[src/rtl/pcs_tx_framer_if.sv]
// Transmit-side bundle for the PCS framer.
//   GMII side : tx_mode, symb_timer_done, tx_enable, tx_error, txd
//   Output    : out_valid/out_ready handshake carrying out_kind/out_data
//   Status    : fifo_count, tx_active, overflow, frame_abort
// slave is the framer's view; master is the view of whatever drives it.
interface pcs_tx_framer_if #(
  parameter int DATA_W = 8,
  parameter int CNT_W  = 3
);
  logic              tx_mode;
  logic              symb_timer_done;
  logic              tx_enable;
  logic              tx_error;
  logic [DATA_W-1:0] txd;
  logic              out_valid;
  logic              out_ready;
  logic [3:0]        out_kind;
  logic [DATA_W-1:0] out_data;
  logic [CNT_W-1:0]  fifo_count;
  logic              tx_active;
  logic              overflow;
  logic              frame_abort;

  modport master (
    output tx_mode, symb_timer_done, tx_enable, tx_error, txd, out_ready,
    input  out_valid, out_kind, out_data, fifo_count, tx_active, overflow, frame_abort
  );

  modport slave (
    input  tx_mode, symb_timer_done, tx_enable, tx_error, txd, out_ready,
    output out_valid, out_kind, out_data, fifo_count, tx_active, overflow, frame_abort
  );
endinterface

[src/rtl/pcs_tx_framer.sv]
// 1000BASE-T PCS transmit framer.
// On every symbol strobe the ordered-set FSM decides one (kind, data) symbol
// and pushes it into a small FIFO drained by a valid/ready handshake, so the
// mapper may stall without disturbing symbol timing.
// Ports:
//   clock, reset : clock and synchronous active-high reset
//   bus (slave)  : GMII inputs, output handshake and status (see interface)
//
// state     | meaning
// S_IDLE    | between frames, emits IDLE, emits SSD1 when a frame may start
// S_SSD2    | second start delimiter
// S_DATA    | frame body (DATA / ERR)
// S_CEXT    | carrier extension
// S_CSRESET | CSRESET run before the end delimiter
// S_ESD1    | first end delimiter
// S_ESD2    | second end delimiter
// S_SEND_Z  | tx_mode = SEND_Z, emits ZERO
module pcs_tx_framer #(
  parameter int DATA_W      = 8,
  parameter int FIFO_DEPTH  = 4,
  parameter int MIN_IDLE    = 2,
  parameter int NUM_CSRESET = 2
) (
  input  logic           clock,
  input  logic           reset,
  pcs_tx_framer_if.slave bus
);
  localparam int PTR_W  = $clog2(FIFO_DEPTH);
  localparam int CNT_W  = PTR_W + 1;
  localparam int IDLE_W = $clog2(MIN_IDLE + 1);
  localparam int CS_W   = $clog2(NUM_CSRESET + 1);
  localparam logic [DATA_W-1:0] CEXT_CODE = DATA_W'(8'h0F);

  localparam logic [3:0] K_ZERO    = 4'd0;
  localparam logic [3:0] K_IDLE    = 4'd1;
  localparam logic [3:0] K_SSD1    = 4'd2;
  localparam logic [3:0] K_SSD2    = 4'd3;
  localparam logic [3:0] K_DATA    = 4'd4;
  localparam logic [3:0] K_ERR     = 4'd5;
  localparam logic [3:0] K_CSRESET = 4'd6;
  localparam logic [3:0] K_ESD1    = 4'd7;
  localparam logic [3:0] K_ESD2    = 4'd8;
  localparam logic [3:0] K_CEXT    = 4'd9;

  typedef enum logic [2:0] {
    S_IDLE, S_SSD2, S_DATA, S_CEXT, S_CSRESET, S_ESD1, S_ESD2, S_SEND_Z
  } state_t;

  state_t            state, state_nxt;
  logic [IDLE_W-1:0] idle_cnt, idle_nxt;
  logic [CS_W-1:0]   cs_cnt, cs_nxt, cs_inc;
  logic [3:0]        sym_kind;
  logic [DATA_W-1:0] sym_data;
  logic              abort, end_frame, in_frame, strobe;
  logic              tx_active, overflow, frame_abort;

  logic [3:0]        kind_mem [FIFO_DEPTH];
  logic [DATA_W-1:0] data_mem [FIFO_DEPTH];
  logic [PTR_W-1:0]  wr_ptr, rd_ptr;
  logic [CNT_W-1:0]  count;
  logic              empty, full, push, pop, drop;

  assign strobe   = bus.symb_timer_done;
  assign in_frame = state inside {S_SSD2, S_DATA, S_CEXT, S_CSRESET, S_ESD1, S_ESD2};
  assign cs_inc   = cs_cnt + 1'b1;

  always_comb begin
    state_nxt = state;
    idle_nxt  = idle_cnt;
    cs_nxt    = cs_cnt;
    sym_kind  = K_IDLE;
    sym_data  = '0;
    abort     = 1'b0;
    end_frame = 1'b0;
    if (!bus.tx_mode) begin
      sym_kind  = K_ZERO;
      state_nxt = S_SEND_Z;
      abort     = in_frame;
    end else begin
      case (state)
        S_SEND_Z: begin
          sym_kind  = K_IDLE;
          state_nxt = S_IDLE;
          idle_nxt  = IDLE_W'(1);
        end
        S_IDLE: begin
          if (bus.tx_enable && idle_cnt >= IDLE_W'(MIN_IDLE)) begin
            sym_kind  = K_SSD1;
            state_nxt = S_SSD2;
          end else begin
            sym_kind = K_IDLE;
            if (idle_cnt < IDLE_W'(MIN_IDLE)) idle_nxt = idle_cnt + 1'b1;
          end
        end
        S_SSD2: begin
          sym_kind = K_SSD2;
          // runt frame: skip the body, still emit the full CSRESET run
          if (bus.tx_enable) begin
            state_nxt = S_DATA;
          end else begin
            state_nxt = S_CSRESET;
            cs_nxt    = '0;
          end
        end
        S_DATA: begin
          if (bus.tx_enable) begin
            if (bus.tx_error) begin
              sym_kind = K_ERR;
            end else begin
              sym_kind = K_DATA;
              sym_data = bus.txd;
            end
          end else if (bus.tx_error && bus.txd == CEXT_CODE) begin
            sym_kind  = K_CEXT;
            state_nxt = S_CEXT;
          end else begin
            end_frame = 1'b1;
          end
        end
        S_CEXT: begin
          if (bus.tx_error) sym_kind = (bus.txd == CEXT_CODE) ? K_CEXT : K_ERR;
          else              end_frame = 1'b1;
        end
        S_CSRESET: begin
          sym_kind = K_CSRESET;
          cs_nxt   = cs_inc;
          if (cs_inc >= CS_W'(NUM_CSRESET)) state_nxt = S_ESD1;
        end
        S_ESD1: begin
          sym_kind  = K_ESD1;
          state_nxt = S_ESD2;
        end
        S_ESD2: begin
          sym_kind  = K_ESD2;
          state_nxt = S_IDLE;
          idle_nxt  = '0;
        end
        default: state_nxt = S_IDLE;
      endcase
      // first CSRESET of the closing run already counts towards NUM_CSRESET
      if (end_frame) begin
        sym_kind  = K_CSRESET;
        cs_nxt    = CS_W'(1);
        state_nxt = (NUM_CSRESET == 1) ? S_ESD1 : S_CSRESET;
      end
    end
  end

  assign empty = (count == '0);
  assign full  = (count == CNT_W'(FIFO_DEPTH));
  assign pop   = !empty && bus.out_ready;
  // a pop in the same cycle frees the slot, so a push into a full FIFO succeeds
  assign push  = strobe && (!full || pop);
  assign drop  = strobe && full && !pop;

  always_ff @(posedge clock) begin
    if (reset) begin
      state       <= S_IDLE;
      idle_cnt    <= IDLE_W'(MIN_IDLE);
      cs_cnt      <= '0;
      wr_ptr      <= '0;
      rd_ptr      <= '0;
      count       <= '0;
      tx_active   <= 1'b0;
      overflow    <= 1'b0;
      frame_abort <= 1'b0;
    end else begin
      overflow    <= drop;
      frame_abort <= strobe && abort;
      if (strobe) begin
        state     <= state_nxt;
        idle_cnt  <= idle_nxt;
        cs_cnt    <= cs_nxt;
        // active covers SSD1..ESD2 and CEXT: everything except ZERO/IDLE
        tx_active <= !(sym_kind == K_ZERO || sym_kind == K_IDLE);
      end
      if (push) wr_ptr <= wr_ptr + 1'b1;
      if (pop)  rd_ptr <= rd_ptr + 1'b1;
      count <= count + CNT_W'(push) - CNT_W'(pop);
    end
  end

  always_ff @(posedge clock) begin
    if (push) begin
      kind_mem[wr_ptr] <= sym_kind;
      data_mem[wr_ptr] <= sym_data;
    end
  end

  assign bus.out_valid   = !empty;
  assign bus.out_kind    = empty ? K_ZERO : kind_mem[rd_ptr];
  assign bus.out_data    = empty ? '0 : data_mem[rd_ptr];
  assign bus.fifo_count  = count;
  assign bus.tx_active   = tx_active;
  assign bus.overflow    = overflow;
  assign bus.frame_abort = frame_abort;
endmodule

[src/flat_wrapper.sv]
// flat-port wrapper written by rule: the top's interface ports become plain ports
module pcs_tx_framer_flat 
#(
  parameter int DATA_W      = 8,
  parameter int FIFO_DEPTH  = 4,
  parameter int MIN_IDLE    = 2,
  parameter int NUM_CSRESET = 2
)
  (clock, reset, bus_tx_mode, bus_symb_timer_done, bus_tx_enable, bus_tx_error, bus_txd, bus_out_ready, bus_out_valid, bus_out_kind, bus_out_data, bus_fifo_count, bus_tx_active, bus_overflow, bus_frame_abort);
  pcs_tx_framer_if #(.DATA_W(DATA_W), .CNT_W(3)) bus_i ();
  input  logic clock;
  input  logic reset;
  input wire logic [$bits(bus_i.tx_mode)-1:0] bus_tx_mode;
  input wire logic [$bits(bus_i.symb_timer_done)-1:0] bus_symb_timer_done;
  input wire logic [$bits(bus_i.tx_enable)-1:0] bus_tx_enable;
  input wire logic [$bits(bus_i.tx_error)-1:0] bus_tx_error;
  input wire logic [$bits(bus_i.txd)-1:0] bus_txd;
  input wire logic [$bits(bus_i.out_ready)-1:0] bus_out_ready;
  output wire logic [$bits(bus_i.out_valid)-1:0] bus_out_valid;
  output wire logic [$bits(bus_i.out_kind)-1:0] bus_out_kind;
  output wire logic [$bits(bus_i.out_data)-1:0] bus_out_data;
  output wire logic [$bits(bus_i.fifo_count)-1:0] bus_fifo_count;
  output wire logic [$bits(bus_i.tx_active)-1:0] bus_tx_active;
  output wire logic [$bits(bus_i.overflow)-1:0] bus_overflow;
  output wire logic [$bits(bus_i.frame_abort)-1:0] bus_frame_abort;
  assign bus_i.tx_mode = bus_tx_mode;
  assign bus_i.symb_timer_done = bus_symb_timer_done;
  assign bus_i.tx_enable = bus_tx_enable;
  assign bus_i.tx_error = bus_tx_error;
  assign bus_i.txd = bus_txd;
  assign bus_i.out_ready = bus_out_ready;
  assign bus_out_valid = bus_i.out_valid;
  assign bus_out_kind = bus_i.out_kind;
  assign bus_out_data = bus_i.out_data;
  assign bus_fifo_count = bus_i.fifo_count;
  assign bus_tx_active = bus_i.tx_active;
  assign bus_overflow = bus_i.overflow;
  assign bus_frame_abort = bus_i.frame_abort;
  pcs_tx_framer #(.DATA_W(DATA_W), .FIFO_DEPTH(FIFO_DEPTH), .MIN_IDLE(MIN_IDLE), .NUM_CSRESET(NUM_CSRESET)) u_core (.clock(clock), .reset(reset), .bus(bus_i));
endmodule
[config.mk]
export PLATFORM = sky130hd
export DESIGN_NAME = pcs_tx_framer_flat
export DESIGN_NICKNAME = d
export VERILOG_FILES = /design/src/rtl/pcs_tx_framer_if.sv /design/src/rtl/pcs_tx_framer.sv /design/src/flat_wrapper.sv
export SDC_FILE = /design/constraint.sdc
export NUM_CORES = 1
export LEC_CHECK = 0
export CORE_ASPECT_RATIO = 0.5
export CORE_UTILIZATION = 45
export DETAILED_ROUTE_END_ITERATION = 8
export PLACE_DENSITY_LB_ADDON = 0.1
export SLEW_MARGIN = 10
export SYNTH_ARGS = -nofsm -noshare
export SYNTH_HDL_FRONTEND = slang
export SYNTH_SLANG_ARGS = --single-unit
[constraint.sdc]
create_clock -name clock -period 2.7 [get_ports clock]
set_clock_uncertainty 0.2 [all_clocks]
set_input_delay 0.54 -clock clock [delete_from_list [all_inputs] [get_ports clock]]
set_output_delay 0.54 -clock clock [all_outputs]
set_load 0.03 [all_outputs]
== Word-level counts from Yosys, hierarchy flattened ==
Memories as Yosys holds them, arrays and structs flattened. A register that Yosys moved wholly into a read port is not among the register bits.
Index checks and enable logic that the tools add are counted.

* Add/subtract/negate cells: 6
* Magnitude comparators: 3
* Equality and inequality tests: 18
* Mux-type cells: 41
* Reductions and logical operators: 23

{| class="wikitable"
|+ Operators by type and width
! cell !! count
|-
| $mux 8 || 5
|-
| $pmux 4 s8 || 1
|-
| $mux 4 || 7
|-
| $mux 3 || 7
|-
| $mux 2 || 9
|-
| $pmux 3 s6 || 1
|-
| $eq 3x3->1 const B || 5
|-
| $ne 4x4->1 const B || 3
|-
| $add 2x1->2 const B || 4
|-
| $eq 8x4->1 const B || 1
|-
| $mux 1 || 8
|-
| $ne 8x2->1 const B || 1
|-
| $logic_and 1x1->1 || 7
|-
| $eq 3x2->1 const B || 2
|-
| $logic_not 3->1 || 2
|-
| $pmux 2 s3 || 1
|-
| $reduce_and 6->1 || 1
|-
| $reduce_bool 3->1 || 2
|-
| $reduce_bool 6->1 || 1
|-
| $reduce_and 5->1 || 1
|-
| $eq 4x1->1 const B || 1
|-
| $ge 2x2->1 const B || 2
|-
| $logic_not 1->1 || 4
|-
| $logic_not 4->1 || 1
|-
| 13 further kinds || 14
|}

* Bits in registers: 17
* RAM bits: 48
* Bits of input ports: 15
* Output and inout port bits: 19
* Logic and storage cells: 102
* Memories: 2

{| class="wikitable"
|+ Memories
! name !! depth !! bits a word !! rd ports !! clocked after memory_dff !! write ports !! RTL line !! text
|-
| u_core.data_mem || 4 || 8 || 1 || 1 || 1 || pcs_tx_framer.sv:58 || <nowiki>logic [DATA_W-1:0] data_mem [FIFO_DEPTH];</nowiki>
|-
| u_core.kind_mem || 4 || 4 || 1 || 1 || 1 || pcs_tx_framer.sv:57 || <nowiki>logic [3:0] kind_mem [FIFO_DEPTH];</nowiki>
|}

== Longest topological paths before layout ==
Gate-level depths: netlist (run 1).

* Depth after elaboration: 11
* Mapped depth: 10
* Depth with buffers taken out: 10

== Worst setup path after synthesis (run 1) ==
OpenSTA, ideal clock, no wires.

* Path kind: input -> register
* Start: in bus_out_ready
* End: reg u_core.count[2] (netlist: u_core.bus.fifo_count[2])
* Library setup time: 128 ps
* Arrival time: 2307 ps
* Data required time: 2372 ps
* Setup slack: 66 ps
* Cell stages on the path: 9
* Buffers on the path: 1
* Cells stage by stage: or4b_2 > and2_1 > clkbuf_1 > ha_1 > inv_1 > fa_1 > xor2_1 > xnor2_1 > nor2_1

* Cells in the longest elaborated chain, start to end: 5

{| class="wikitable"
|+ RTL lines
! item !! RTL line !! text
|-
| start, declared || flat_wrapper.sv:18 || <nowiki>input wire logic [$bits(bus_i.out_ready)-1:0] bus_out_ready;</nowiki>
|-
| $logic_and 1x1->1 || pcs_tx_framer.sv:151 || <nowiki>assign pop = !empty && bus.out_ready;</nowiki>
|-
| $logic_or 1x1->1 || pcs_tx_framer.sv:153 || <nowiki>assign push = strobe && (!full || pop);</nowiki>
|-
| $logic_and 1x1->1 || pcs_tx_framer.sv:153 ||
|-
| named net u_core.push || pcs_tx_framer.sv:61 || <nowiki>logic empty, full, push, pop, drop;</nowiki>
|-
| $add 3x1->3 || pcs_tx_framer.sv:179 || <nowiki>count <= count + CNT_W'(push) - CNT_W'(pop);</nowiki>
|-
| $sub 3x1->3 || pcs_tx_framer.sv:179 ||
|-
| end signal, assigned || pcs_tx_framer.sv:179 ||
|-
| end, declared || pcs_tx_framer.sv:60 || <nowiki>logic [CNT_W-1:0] count;</nowiki>
|}

The timed path passes the listed nets, and every way through them passes these cells.
A chain may end at the register's enable or synchronous reset.

== Worst setup path after layout (run 1) ==
* Start: in bus_out_ready
* End: reg u_core.count[2] (netlist: u_core.bus.fifo_count[2])

* Cells in the longest elaborated chain, start to end: 5

{| class="wikitable"
|+ RTL lines
! item !! RTL line
|-
| $logic_and 1x1->1 * || pcs_tx_framer.sv:151
|-
| $logic_or 1x1->1 || pcs_tx_framer.sv:153
|-
| $logic_and 1x1->1 || pcs_tx_framer.sv:153
|-
| $add 3x1->3 || pcs_tx_framer.sv:179
|-
| $sub 3x1->3 * || pcs_tx_framer.sv:179
|}

Mark *: on every way between the ends. The rest lies on a longest branch, timed or not.

==> impl_metrics.yaml, run 1 <==
outcome:
  run_status: "completed"
synthesis:
  ys.flop_type: "edfxtp_1"
  synth_top_family_by_area: "simple AND/OR/NAND/NOR gates"
  synth_mux_area_share_pct: 9.37
  synth.top_cells.by_area: "edfxtp_1, dfxtp_1, mux4_2"
  yosys.area_share.xor_xnor_pct: 1.70
  yosysWarnings: 0
  synth_top_area_share_pct: 46.5
  synth_seq_area_share_pct: 58.8
  synthSimpleGateAreaFrac_pct: 15.4
  netlist_top_cells_count: "edfxtp_1, and2_1, dfxtp_1, nor2_1, mux4_2"
  synth_adder_area_share_pct: 3.07
  synthMostInstantiatedCell: "edfxtp_1"
  synth.distinct_cells: 49
  synth_compound_gate_area_share_pct: 8.64
  yosys_register_bits: 67
  synth_edf_count: 48
  synth.net_count: 258
  netlist.top_cell.by_area: "edfxtp_1"
  synthesis.area_sq_mm: 0.00310
  gate_count_post_synth: 236
  postSynth.asyncResetShare_pct: 0
  syn_avg_cell_area_sq_um: 13.1
floorplan:
  core_sq_mm: 0.00636
  die_area_sq_mm: 0.00724
  num_io_pins: 34
  row_count: 20
  die_h_um: 60.7
  effective_utilization_at_floorplan_pct: 48.8
  fp.dieW_um: 119
routing:
  routed-via-count: 2052
  detail_route.first_pass.iterations: 5
  via_per_inst: 5.40
  wirelength_mm: 6.42
  final_antenna_net_count: 0
  drt_drc_violations_left: 0
  first_iter_violations: 189
  wl_per_cell_um: 16.9
worst_setup_path:
  critical_path.startpoint_type: "primary input"
  timing.critical_path.to_type: "flip-flop"
  worst-setup-path-type: "in -> reg"
  timing.critical_path.arrival_ps: 2650
  worst_path_fanout_max: 2
  worstPathRequired_ps: 2700
timing:
  timing_hold_violations_final: 0
  worst_pin_slew_ps: 760
  relSlewSlack_pct: 49.3
  timing.final.crit_share_pct: 98.1
  final-setup-viol-count: 0
  max_freq_ghz: 0.378
  final-max-slew-violation-count: 0
  rsz0062_at_grt: "no"
  period_needed_ps: 2650
finish:
  register_area_sq_mm: 0.00182
  post-route-util_pct: 62.4
  layoutNonFillerInstCount: 380
  multiInputGateArea_sq_mm: 0.00118
  fillerInstances: 522
  area.growth.synth_to_final_pct: 28.0
  num_antenna_cells: 0
  proportion_of_layout_cells_with_a_drive_suffix_above_1_pct: 20.9
  layout.nets: 309
cts:
  ctsRootBufferMaster: "clkbuf_16"
  cts_inserted_buffers: 9
  max-clock-path-buffers: 2
  cts.clk_slew.worst_paths_ps: 60
  clock_insertion_delay_worst_skew_ps: 330
  cts_tree: "built"
  clock_sinks: 67
  htree_levels: 3
global_routing:
  first_global_vias: 1969
  pin_count_of_the_biggest_net_entering_global_routing: 25
  antenna_found_initial: 0
  groute.usage.overall_pct: 19.7
  first_pass_grt_wire_length_mm: 10.2
  aggregate_global_routing_overflow: 0
place:
  placed_cells: 364
  detailedPlacementHpwl_mm: 4.37
  placement.io_buffers: 33
  finalWeightedCongestion: 0.827
pwr:
  post-layout-total-power_mw: 3.57
  power_density_mw_per_mm2: 899
  vdd_ir_drop_max_mv: 0.501
  power.static_leakage_nw: 1.48
flow_run:
  max_cap_viol: 0
worst_hold_path:
  timing.hold.worst.class: "reg -> reg"
==> cells in the final DEF, fill, tap and decap left out, types with 2 or more instances in the layout <==
cell and instances:
edfxtp_1 48, and2_1 23, clkdlybuf4s50_1 21, dfxtp_1 19, nor2_1 15, buf_4 15, mux4_2 12, inv_1 10
nand2_1 10, dlygate4sd2_1 10, clkbuf_16 9, a21oi_1 8, ha_1 6, buf_12 6, nor3_1 5, and3_1 5
nand3_1 4, o21ai_0 4, nand2b_1 4, a31oi_1 4, o21ai_2 3, o31ai_1 3, xnor2_1 3, xor2_1 3
nor2b_1 3, clkinv_2 3, or3_1 2, mux2i_1 2, o22ai_1 2, a311oi_1 2
==> cells by family after synthesis <==
| group | after synthesis |
|---|---|
| fa+ha+maj | 7 |
| flops | 67 |
| mux | 14 |
| compound gates | 36 |
| simple gates | 82 |
| xor+xnor | 6 |
| buf+inv | 24 |
==> flip-flops by register name, indices dropped and copies added, names as in the netlist, named ones only <==
signal                  flops
u_core.bus.tx_active        1
u_core.bus.overflow         1
u_core.data_mem            32
u_core.kind_mem            16
u_core.bus.fifo_count       3
u_core.cs_cnt               2
u_core.wr_ptr               2
u_core.rd_ptr               2
u_core.bus.frame_abort      1
u_core.state                3
u_core.idle_cnt             2
==> final timing paths <==
check / startpoint / endpoint / slack, ps / cells past startpoint
setup / recovery: bus_out_ready / u_core.bus.fifo_count[2] / 50 / 9
hold / removal: u_core.idle_cnt[0] / u_core.idle_cnt[0] / 330 / 2
setup reg to reg: u_core.bus.fifo_count[2] / u_core.bus.fifo_count[2] / 170 / 10
hold reg to reg: u_core.idle_cnt[0] / u_core.idle_cnt[0] / 330 / 2
==> cell type report <==
cell class | instances | share of cell area [%]
flip-flops and latches | 67 | 45.9
multi-input cells | 145 | 29.8
repair buffers | 54 | 13.7
clock buffers | 9 | 5.68
well taps | 88 | 2.78
clock inverters | 7 | 1.10
inverters | 10 | 0.946
==> what timing repair did <==
action,in CTS,in global routing
hold buffers,0,0
endpoints found under the setup margin,12,2
buffers inserted,0,0
gates resized for setup,12,3
==> stage by stage <==
| step | worst slack, ps | TNS [ps] | hold slack [ps] | area, sq um |
|---|---|---|---|---|
| detailed placement | -286 | -2530 | 316 | 3720 |
| global route | 3.57 | 0 | 344 | 3970 |
| CTS | 27.9 | 0 | 328 | 3970 |
| floorplan | 65.6 | 0 | 285 | 3100 |
| finish | 52.4 | 0 | 327 | 3970 |
| global placement | -207 | -1540 | 308 | 3720 |
==> critical path, cell delays in order <==
cell and delay (ps):
clkdlybuf4s50_1 400, or4b_2 680, and2_1 210, ha_1 210, inv_1 70, fa_1 180, xor2_1 180, xnor2_1 130
nor2_1 50
==> power by group <==
group          switching, mW  internal, mW
Combinational          0.664         0.564
Sequential            0.0843          1.22
Clock                  0.421         0.616
Total                   1.17          2.40
==> per-layer routing <==
layer  wire length, um  GRT usage [%]  part of all wire (%)  vias to the layer above
li1                  -              -                     -                      979
met1              3060           25.7                    48                     1019
met2              3020           30.6                    47                       52
met3               323           7.71                   5.0                        2
met4                14           7.14                  0.22                        0
met5                 0              0                     0                        -
Note: power is estimated with default switching activity, not from simulation.
==> run 2, diff against run 1 <==
--- a/config.mk
+++ b/config.mk
@@ -8,6 +8,7 @@
 export CORE_ASPECT_RATIO = 0.5
 export CORE_UTILIZATION = 45
 export DETAILED_ROUTE_END_ITERATION = 8
+export GPL_TIMING_DRIVEN = 0
 export PLACE_DENSITY_LB_ADDON = 0.1
 export SLEW_MARGIN = 10
 export SYNTH_ARGS = -nofsm -noshare
==> run 2 against run 1 <==
Sequential cell count unchanged. Maximum frequency increased by 0.52%. Die area unchanged. Sequential share of layout area increased by 0.96 points. Total power increased by 4.9%.
==> impl_metrics.yaml, run 2 (same netlist as run 1, synthesis figures left out) <==
outcome:
  run_status: "completed"
floorplan:
  row_count: 20
  effective_utilization_at_floorplan_pct: 48.8
  die_h_um: 60.7
  num_io_pins: 34
  die_area_sq_mm: 0.00724
  core_sq_mm: 0.00636
  fp.dieW_um: 119
timing:
  final-max-slew-violation-count: 0
  relSlewSlack_pct: 56.6
  setup-tns-final_ps: 0
  timing.hold.ws_ps: 324
  timing.final.crit_share_pct: 97.5
  period_needed_ps: 2630
  worst_pin_slew_ps: 651
  final-setup-viol-count: 0
  timing_hold_violations_final: 0
  max_freq_ghz: 0.380
place:
  finalWeightedCongestion: 0.885
  placement.io_buffers: 33
  placed_cells: 357
  detailedPlacementHpwl_mm: 4.29
  instance_area_at_placement_sq_mm: 0.00354
routing:
  drt_drc_violations_left: 0
  routed-via-count: 2020
  final_antenna_net_count: 0
  via_per_inst: 5.42
  wirelength_mm: 6.38
  detail_route.first_pass.iterations: 4
  wl_per_cell_um: 17.1
  first_iter_violations: 136
finish:
  stdcell_area_sq_mm: 0.00389
  fillerInstances: 519
  reg.largest.list: "u_core.data_mem x32, u_core.kind_mem x16"
  post-route-util_pct: 61.2
  area.growth.synth_to_final_pct: 25.6
  mostFrequentLayoutCells: "edfxtp_1, and2_1, clkdlybuf4s50_1"
  proportion_of_layout_cells_with_a_drive_suffix_above_1_pct: 17.9
  layout.nets: 302
  top_register: "u_core.data_mem"
  largest_register_ff_count: 32
  final_common_cell: "edfxtp_1"
  num_antenna_cells: 0
  layoutNonFillerInstCount: 373
worst_setup_path:
  critical_path.startpoint_type: "primary input"
  timing.critical_path.to_type: "flip-flop"
  timing.critical_path.arrival_ps: 2500
  worst-setup-path-type: "in -> reg"
  worst_path_fanout_max: 4
  worstPathRequired_ps: 2560
cts:
  clock_insertion_delay_worst_skew_ps: 320
  cts_inserted_buffers: 9
  ctsRootBufferMaster: "clkbuf_16"
  cts_tree: "built"
  htree_levels: 3
  cts.clk_slew.worst_paths_ps: 60
  clock_sinks: 67
  max-clock-path-buffers: 2
pwr:
  power_density_mw_per_mm2: 962
  power.static_leakage_nw: 1.42
  vdd_ir_drop_max_mv: 0.627
global_routing:
  groute.usage.overall_pct: 19.7
  pin_count_of_the_biggest_net_entering_global_routing: 14
  aggregate_global_routing_overflow: 0
  first_global_vias: 1983
  antenna_found_initial: 0
  first_pass_grt_wire_length_mm: 10.2
flow_run:
  max_cap_viol: 0
worst_hold_path:
  timing.hold.worst.class: "reg -> reg"
run 2: layout make-up:
cell class	count	area, sq um	share of cell area, %
buffer	13	72.6	1.86
sequential	67	1820	46.9
clock buffer	9	225	5.79
clock inverter	7	98.8	2.54
timing repair buffer	34	325	8.36
inverter	10	37.5	0.965
multi-input combinational	145	1200	30.8
tap	88	110	2.83
run 2: worst paths after layout:
kind	cells past startpoint	startpoint	end	slack, ps
setup / recovery	6	bus_txd[4]	u_core.kind_mem[3][1]	70
hold reg to reg	2	u_core.bus.tx_active	u_core.bus.tx_active	320
hold / removal	2	u_core.bus.tx_active	u_core.bus.tx_active	320
setup reg to reg	10	u_core.bus.fifo_count[2]	u_core.bus.fifo_count[2]	140
run 2: repair_timing:
item	in CTS	in global routing
setup endpoints to repair	47	11
gates cloned	0	0
resized for setup	22	12
buffers inserted	0	1
pin swaps	0	1
hold buffers	0	0
run 2: per-stage QoR:
stage	worst slack, ps	power, mW
CTS	2.85	3.74
global route	-1.93	3.91
floorplan	65.6	2.11
detailed placement	-524	2.52
finish	66.2	3.74
global placement	-487	2.50
run 2: critical path, cell delays in order:
cell	delay, ps
clkdlybuf4s50_1	420
or4_4	580
or3_4	410
and3_4	210
o21ai_2	210
inv_1	120
run 2: power by group:
part	internal [mW]	switching (mW)	total [mW]
logic	0.515	0.680	1.19
registers	1.22	0.0690	1.29
clock network	0.814	0.442	1.26
total	2.55	1.19	3.74
run 2: per-layer routing:
layer	global-route usage, %	vias to the layer above	share of wire, %
met1	26.3	970	48
met4	5.36	0	0.80
met2	31.6	72	46
met5	0	-	0
li1	-	969	-
met3	6.30	9	4.7
==> run 3, diff against run 2 <==
--- a/config.mk
+++ b/config.mk
@@ -14,3 +14,4 @@
 export SYNTH_ARGS = -nofsm -noshare
 export SYNTH_HDL_FRONTEND = slang
 export SYNTH_SLANG_ARGS = --single-unit
+export TNS_END_PERCENT = 50
==> results of run 3 <==
No change in the layout: final DEF, timing and power equal those of run 2.
==> RTL edit 1: new RTL, config.mk and constraints of run 1 <==
`DATA_W` is set to 8 in 3 places; all go to 7.
--- a/src/rtl/pcs_tx_framer_if.sv
+++ b/src/rtl/pcs_tx_framer_if.sv
@@ -5,5 +5,5 @@
 // slave is the framer's view; master is the view of whatever drives it.
 interface pcs_tx_framer_if #(
-  parameter int DATA_W = 8,
+  parameter int DATA_W = 7,
   parameter int CNT_W  = 3
 );
--- a/src/rtl/pcs_tx_framer.sv
+++ b/src/rtl/pcs_tx_framer.sv
@@ -17,5 +17,5 @@
 // S_SEND_Z  | tx_mode = SEND_Z, emits ZERO
 module pcs_tx_framer #(
-  parameter int DATA_W      = 8,
+  parameter int DATA_W      = 7,
   parameter int FIFO_DEPTH  = 4,
   parameter int MIN_IDLE    = 2,
--- a/src/flat_wrapper.sv
+++ b/src/flat_wrapper.sv
@@ -2,5 +2,5 @@
 module pcs_tx_framer_flat 
 #(
-  parameter int DATA_W      = 8,
+  parameter int DATA_W      = 7,
   parameter int FIFO_DEPTH  = 4,
   parameter int MIN_IDLE    = 2,
Interface: changed (resized bus_out_data and bus_txd); port bits go from 34 to 32. No check against the original RTL was run, so the function may have changed too.
==> RTL edit 1 against run 1 <==
First-iteration DRC count fell by 45%. Worst setup slack gained 29 ps. Non-clock buffer count fell by 5. Count of clock-buffer cells in the layout unchanged. Sequential cell count is 4 lower. Power fell by 5.9%. Via count decreased by 6.2%. Maximum frequency is 1.1% higher. Cell area down 5.6%. Critical path depth down 5. Area after synthesis fell by 6.5%. Routed wire length decreased by 10%. Combinational power is 9.8% lower. Clock power about the same.
==> RTL edit 1: results (changes against run 1) <==
| Metric | Value |
|---|---|
| Final HPWL DP | 3.91 mm (-10%) |
| Detailed Routing Iterations Pass 1 | 4 (-1) |
| Net count reported at finish | 291 (-5.8%) |
| Vias per inst | 5.30 (-1.8%) |
| Top cells by count, synth | edfxtp_1 (44), dfxtp_1 (19), and2_1 (18) |
| Post-synth ARST share | 0% (unchanged) |
| Vias in the first global route | 1829 (-7.1%) |
| GP Congestion | 0.820 (-0.82%) |
| Critical path arrival | 1880 ps (-770 ps) |
| Fillers | 477 (-8.6%) |
| Gr usage total | 18.9% (-0.83 points) |
| First-pass GRT wire length | 9.16 mm (-10%) |
| Leakage | 0.00140 uW (-5.9%) |
| Initial detailed-routing violation count | 104 (-45%) |
| Number of synthesized flops with an enable pin | 44 (-8.3%) |
| Int Power | 2270 uW (-5.3%) |
| CP max FO | 11 (+9) |
| Seq/Total Area, Yosys | 58.7% (-0.059 points) |
| Synth Warn # | 0 (unchanged) |
| Worst vdd ir | 0.359 mV (-28%) |
| Top post-synthesis cells by area | edfxtp_1 (46%), dfxtp_1 (13%), mux4_2 (8.5%), and2_1 (3.9%), ha_1 (2.6%) |
| Syn_nets | 244 (-5.4%) |
| Run status | completed |
| Root buffer cell | clkbuf_16 |
| Port Buffer Count | 31 (-6.1%) |
| Layout cell share with drive strength beyond 1 | 20.4% (-0.53 points) |
| Final wirelength | 5.77 mm (-10%) |
| Placed inst area | 0.00348 mm2 (-6.4%) |
| Pin count of the biggest net entering global routing | 21 (-16%) |
| Largest regs | u_core.data_mem x28, u_core.kind_mem x16 |
==> RTL edit 1: stage by stage <==
| stage | std cells | worst slack (ps) |
|---|---|---|
| after floorplan | 223 | 67.9 |
| after global placement | 347 | -239 |
| after detailed placement | 347 | -289 |
| after CTS | 363 | 44.8 |
| after global routing | 363 | 0.443 |
| final | 363 | 81.9 |
==> RTL edit 1: path summary, 6_finish.rpt <==
path / start / to / slack, ps / cells after the start
worst max-delay path: flip-flop / bus_out_data[1] / 80 / 4
worst min-delay path: u_core.cs_cnt[1]$_SDFFE_PP0P_ / u_core.cs_cnt[1]$_SDFFE_PP0P_ / 290 / 2
worst max register to register: u_core.bus.fifo_count[1]$_SDFF_PP0_ / u_core.bus.fifo_count[2]$_SDFF_PP0_ / 180 / 10
worst min register to register: u_core.cs_cnt[1]$_SDFFE_PP0P_ / u_core.cs_cnt[1]$_SDFFE_PP0P_ / 290 / 2
==> RTL edit 1: final cells by class <==
| class | instances | area [um2] | share of cell area (%) |
|---|---|---|---|
| Sequential cell | 63 | 1700 | 45.4 |
| Multi-Input combinational cell | 136 | 1110 | 29.6 |
| Timing Repair Buffer | 49 | 512 | 13.7 |
| Clock buffer | 9 | 225 | 6.01 |
| Tap cell | 88 | 110 | 2.94 |
| Clock inverter | 7 | 48.8 | 1.30 |
| Inverter | 11 | 41.3 | 1.10 |
==> RTL edit 1: worst max-delay path, stage by stage, from the launching register on <==
cell,delay [ps]
dfxtp_1,370
buf_12,170
mux4_2,500
and2_1,170
clkdlybuf4s15_1,340
==> RTL edit 1: cell families after synthesis <==
kind of cell	count (synthesis)	share of synthesized area (%)
AOI/OAI and AO/OA	34	9.33
xor gates and xnor gates	5	1.51
adders and majority gates	7	3.28
buffers and inverters	24	3.15
DFF	63	58.7
muxes	11	8.55
and+or+nand+nor	79	15.5
==> RTL edit 1: routing by layer <==
layer  global-route usage (%)  share of wire [%]  vias up  wire length [um]
met5                        0                  0        -                 0
met4                     5.94               0.88        0                51
met3                     5.77                4.4        9               254
met2                     29.9                 46       43              2670
met1                     25.2                 48      952              2790
li1                         -                  -      921                 -
==> RTL edit 1: power groups by stage <==
stage          sequential, uW  combinational, uW  clock (uW)
6_report                 1210               1110        1040
4_1_cts                  1210               1120        1050
5_1_grt                  1220               1200        1100
2_1_floorplan            1240                694           0
3_5_place_dp             1230               1180           0
3_3_place_gp             1220               1150           0
==> RTL edit 1: what timing repair did <==
item                       CTS  global route
setup endpoints to repair   11             4
hold buffers                 0             0
pin swaps                    0             0
gates resized for setup     11             5
gates cloned                 0             0
==> RTL edit 2: new RTL, flow settings as in run 1 <==
Without the edit above. Reset style: asynchronous (`reset`), changed in one clocked block. Comments in the files are not updated.
--- a/src/rtl/pcs_tx_framer.sv
+++ b/src/rtl/pcs_tx_framer.sv
@@ -154,5 +154,5 @@
   assign drop  = strobe && full && !pop;
 
-  always_ff @(posedge clock) begin
+  always_ff @(posedge clock or posedge reset) begin
     if (reset) begin
       state       <= S_IDLE;
Check against the original RTL: differs if reset is asserted again (counterexample within 4 cycles, from zero or initial values and one cycle with reset high); with reset held inactive, the same outputs for 4 cycles.
==> RTL edit 2 against run 1 <==
Count of clock-buffer cells in the layout unchanged. Sequential power increased by 13%. Combinational power increased by 47%. Area after synthesis decreased by 0.77%. Cell area decreased by 2.1%. Power increased by 24%. Register-to-register slack improved by 80 ps. Non-clock buffer count decreased by 6. Critical path depth decreased by 5. Worst setup slack improved by 4.2 ps. Sequential cell count decreased by 2. Routed wire length decreased by 4.8%.
==> RTL edit 2: results (changes against run 1) <==
| Metric | Value |
|---|---|
| Worst vdd ir | 0.755 mV (+51%) |
| Gr usage total | 19.3% (-0.44 points) |
| Worst slew pin tran | 691 ps (-68.6 ps) |
| Post-Route M1 WL | 2.76 mm (-10%) |
| Detailed Routing Iterations Pass 1 | 4 (-1) |
| Net count reported at finish | 295 (-4.5%) |
| Pin count of the biggest net entering global routing | 24 (-4.0%) |
| Hold_ws | 314 ps (-12.4 ps) |
| Syn_nets | 250 (-3.1%) |
| Initial detailed-routing violation count | 72 (-62%) |
| Fillers | 496 (-5.0%) |
| DR WL/cell | 16.7 um (-1.2%) |
| Placed inst area | 0.00360 mm2 (-3.1%) |
| R2R Setup Slk | 250 ps (+80 ps) |
| Pre-CTS WS | -25.3 ps (+261 ps) |
| Met2 WL | 3.01 mm (-0.36%) |
| Critical path arrival | 1900 ps (-750 ps) |
| Seq/Total Area, Yosys | 60.7% (+2.0 points) |
| Worst setup margin | 56.6 ps (+4.20 ps) |
| Run status | completed |
| GR Util met1 | 23.3% (-2.3 points) |
| Unique masters post-synth | 46 (-6.1%) |
| Post-synth ARST share | 26.2% (+26 points) |
| First-pass GRT wire length | 9.80 mm (-3.7%) |
| Routed wl met3 | 270 um (-16%) |
| Final HPWL DP | 4.10 mm (-6.1%) |
| CP max FO | 14 (+12) |
| Vias in the first global route | 1952 (-0.86%) |
| Vias per inst | 5.38 (-0.32%) |
| Layout cell share with drive strength beyond 1 | 18.3% (-2.5 points) |
==> RTL edit 2: what timing repair did <==
action	4_1_cts	5_1_grt
resized for setup	12	6
endpoints found under the setup margin	12	5
pin swaps	0	0
==> RTL edit 2: cell families (layout without fill, tap and decap cells) <==
logic type	Yosys count	after routing	share of synthesized area [%]
muxes	13	13	9.15
xor gates and xnor gates	5	5	1.42
and+or+nand+nor	74	74	13.8
adders and majority gates	7	7	3.09
AOI/OAI and AO/OA	39	39	8.75
DFF	65	65	60.7
buffers and inverters	25	75	3.09
==> RTL edit 2: layout make-up <==
type                            instances  share of cell area, %
Clock inverter                          7                   1.80
Tap cell                               88                   2.84
Multi-Input combinational cell        138                   28.6
Timing Repair Buffer                   48                   11.7
Sequential cell                        65                   48.1
Clock buffer                            9                   5.80
Inverter                               11                   1.06
==> RTL edit 2: power breakdown <==
group,switching (uW),internal (uW)
logic,1010,796
clock network,422,711
registers,116,1350
==> RTL edit 2: worst max-delay path, cell delays in order (launching register included) <==
cell,delay [ps]
dfrtp_1,370
buf_12,180
mux4_2,510
and2_1,160
dlygate4sd2_1,350
==> RTL edit 2: path summary, 6_finish.rpt <==
path / depth (start not counted) / from / end
max: 4 / u_core.rd_ptr[0]$_DFFE_PP0P_ / bus_out_data[3]
min: 1 / u_core.cs_cnt[0]$_DFFE_PP0P_ / u_core.cs_cnt[0]$_DFFE_PP0P_
max reg2reg: 9 / u_core.bus.fifo_count[2]$_DFF_PP0_ / u_core.bus.fifo_count[2]$_DFF_PP0_
min reg2reg: 1 / u_core.cs_cnt[0]$_DFFE_PP0P_ / u_core.cs_cnt[0]$_DFFE_PP0P_
max in group asynchronous: 2 / reset / u_core.wr_ptr[0]$_DFFE_PP0P_
min in group asynchronous: 2 / reset / u_core.bus.fifo_count[0]$_DFF_PP0_
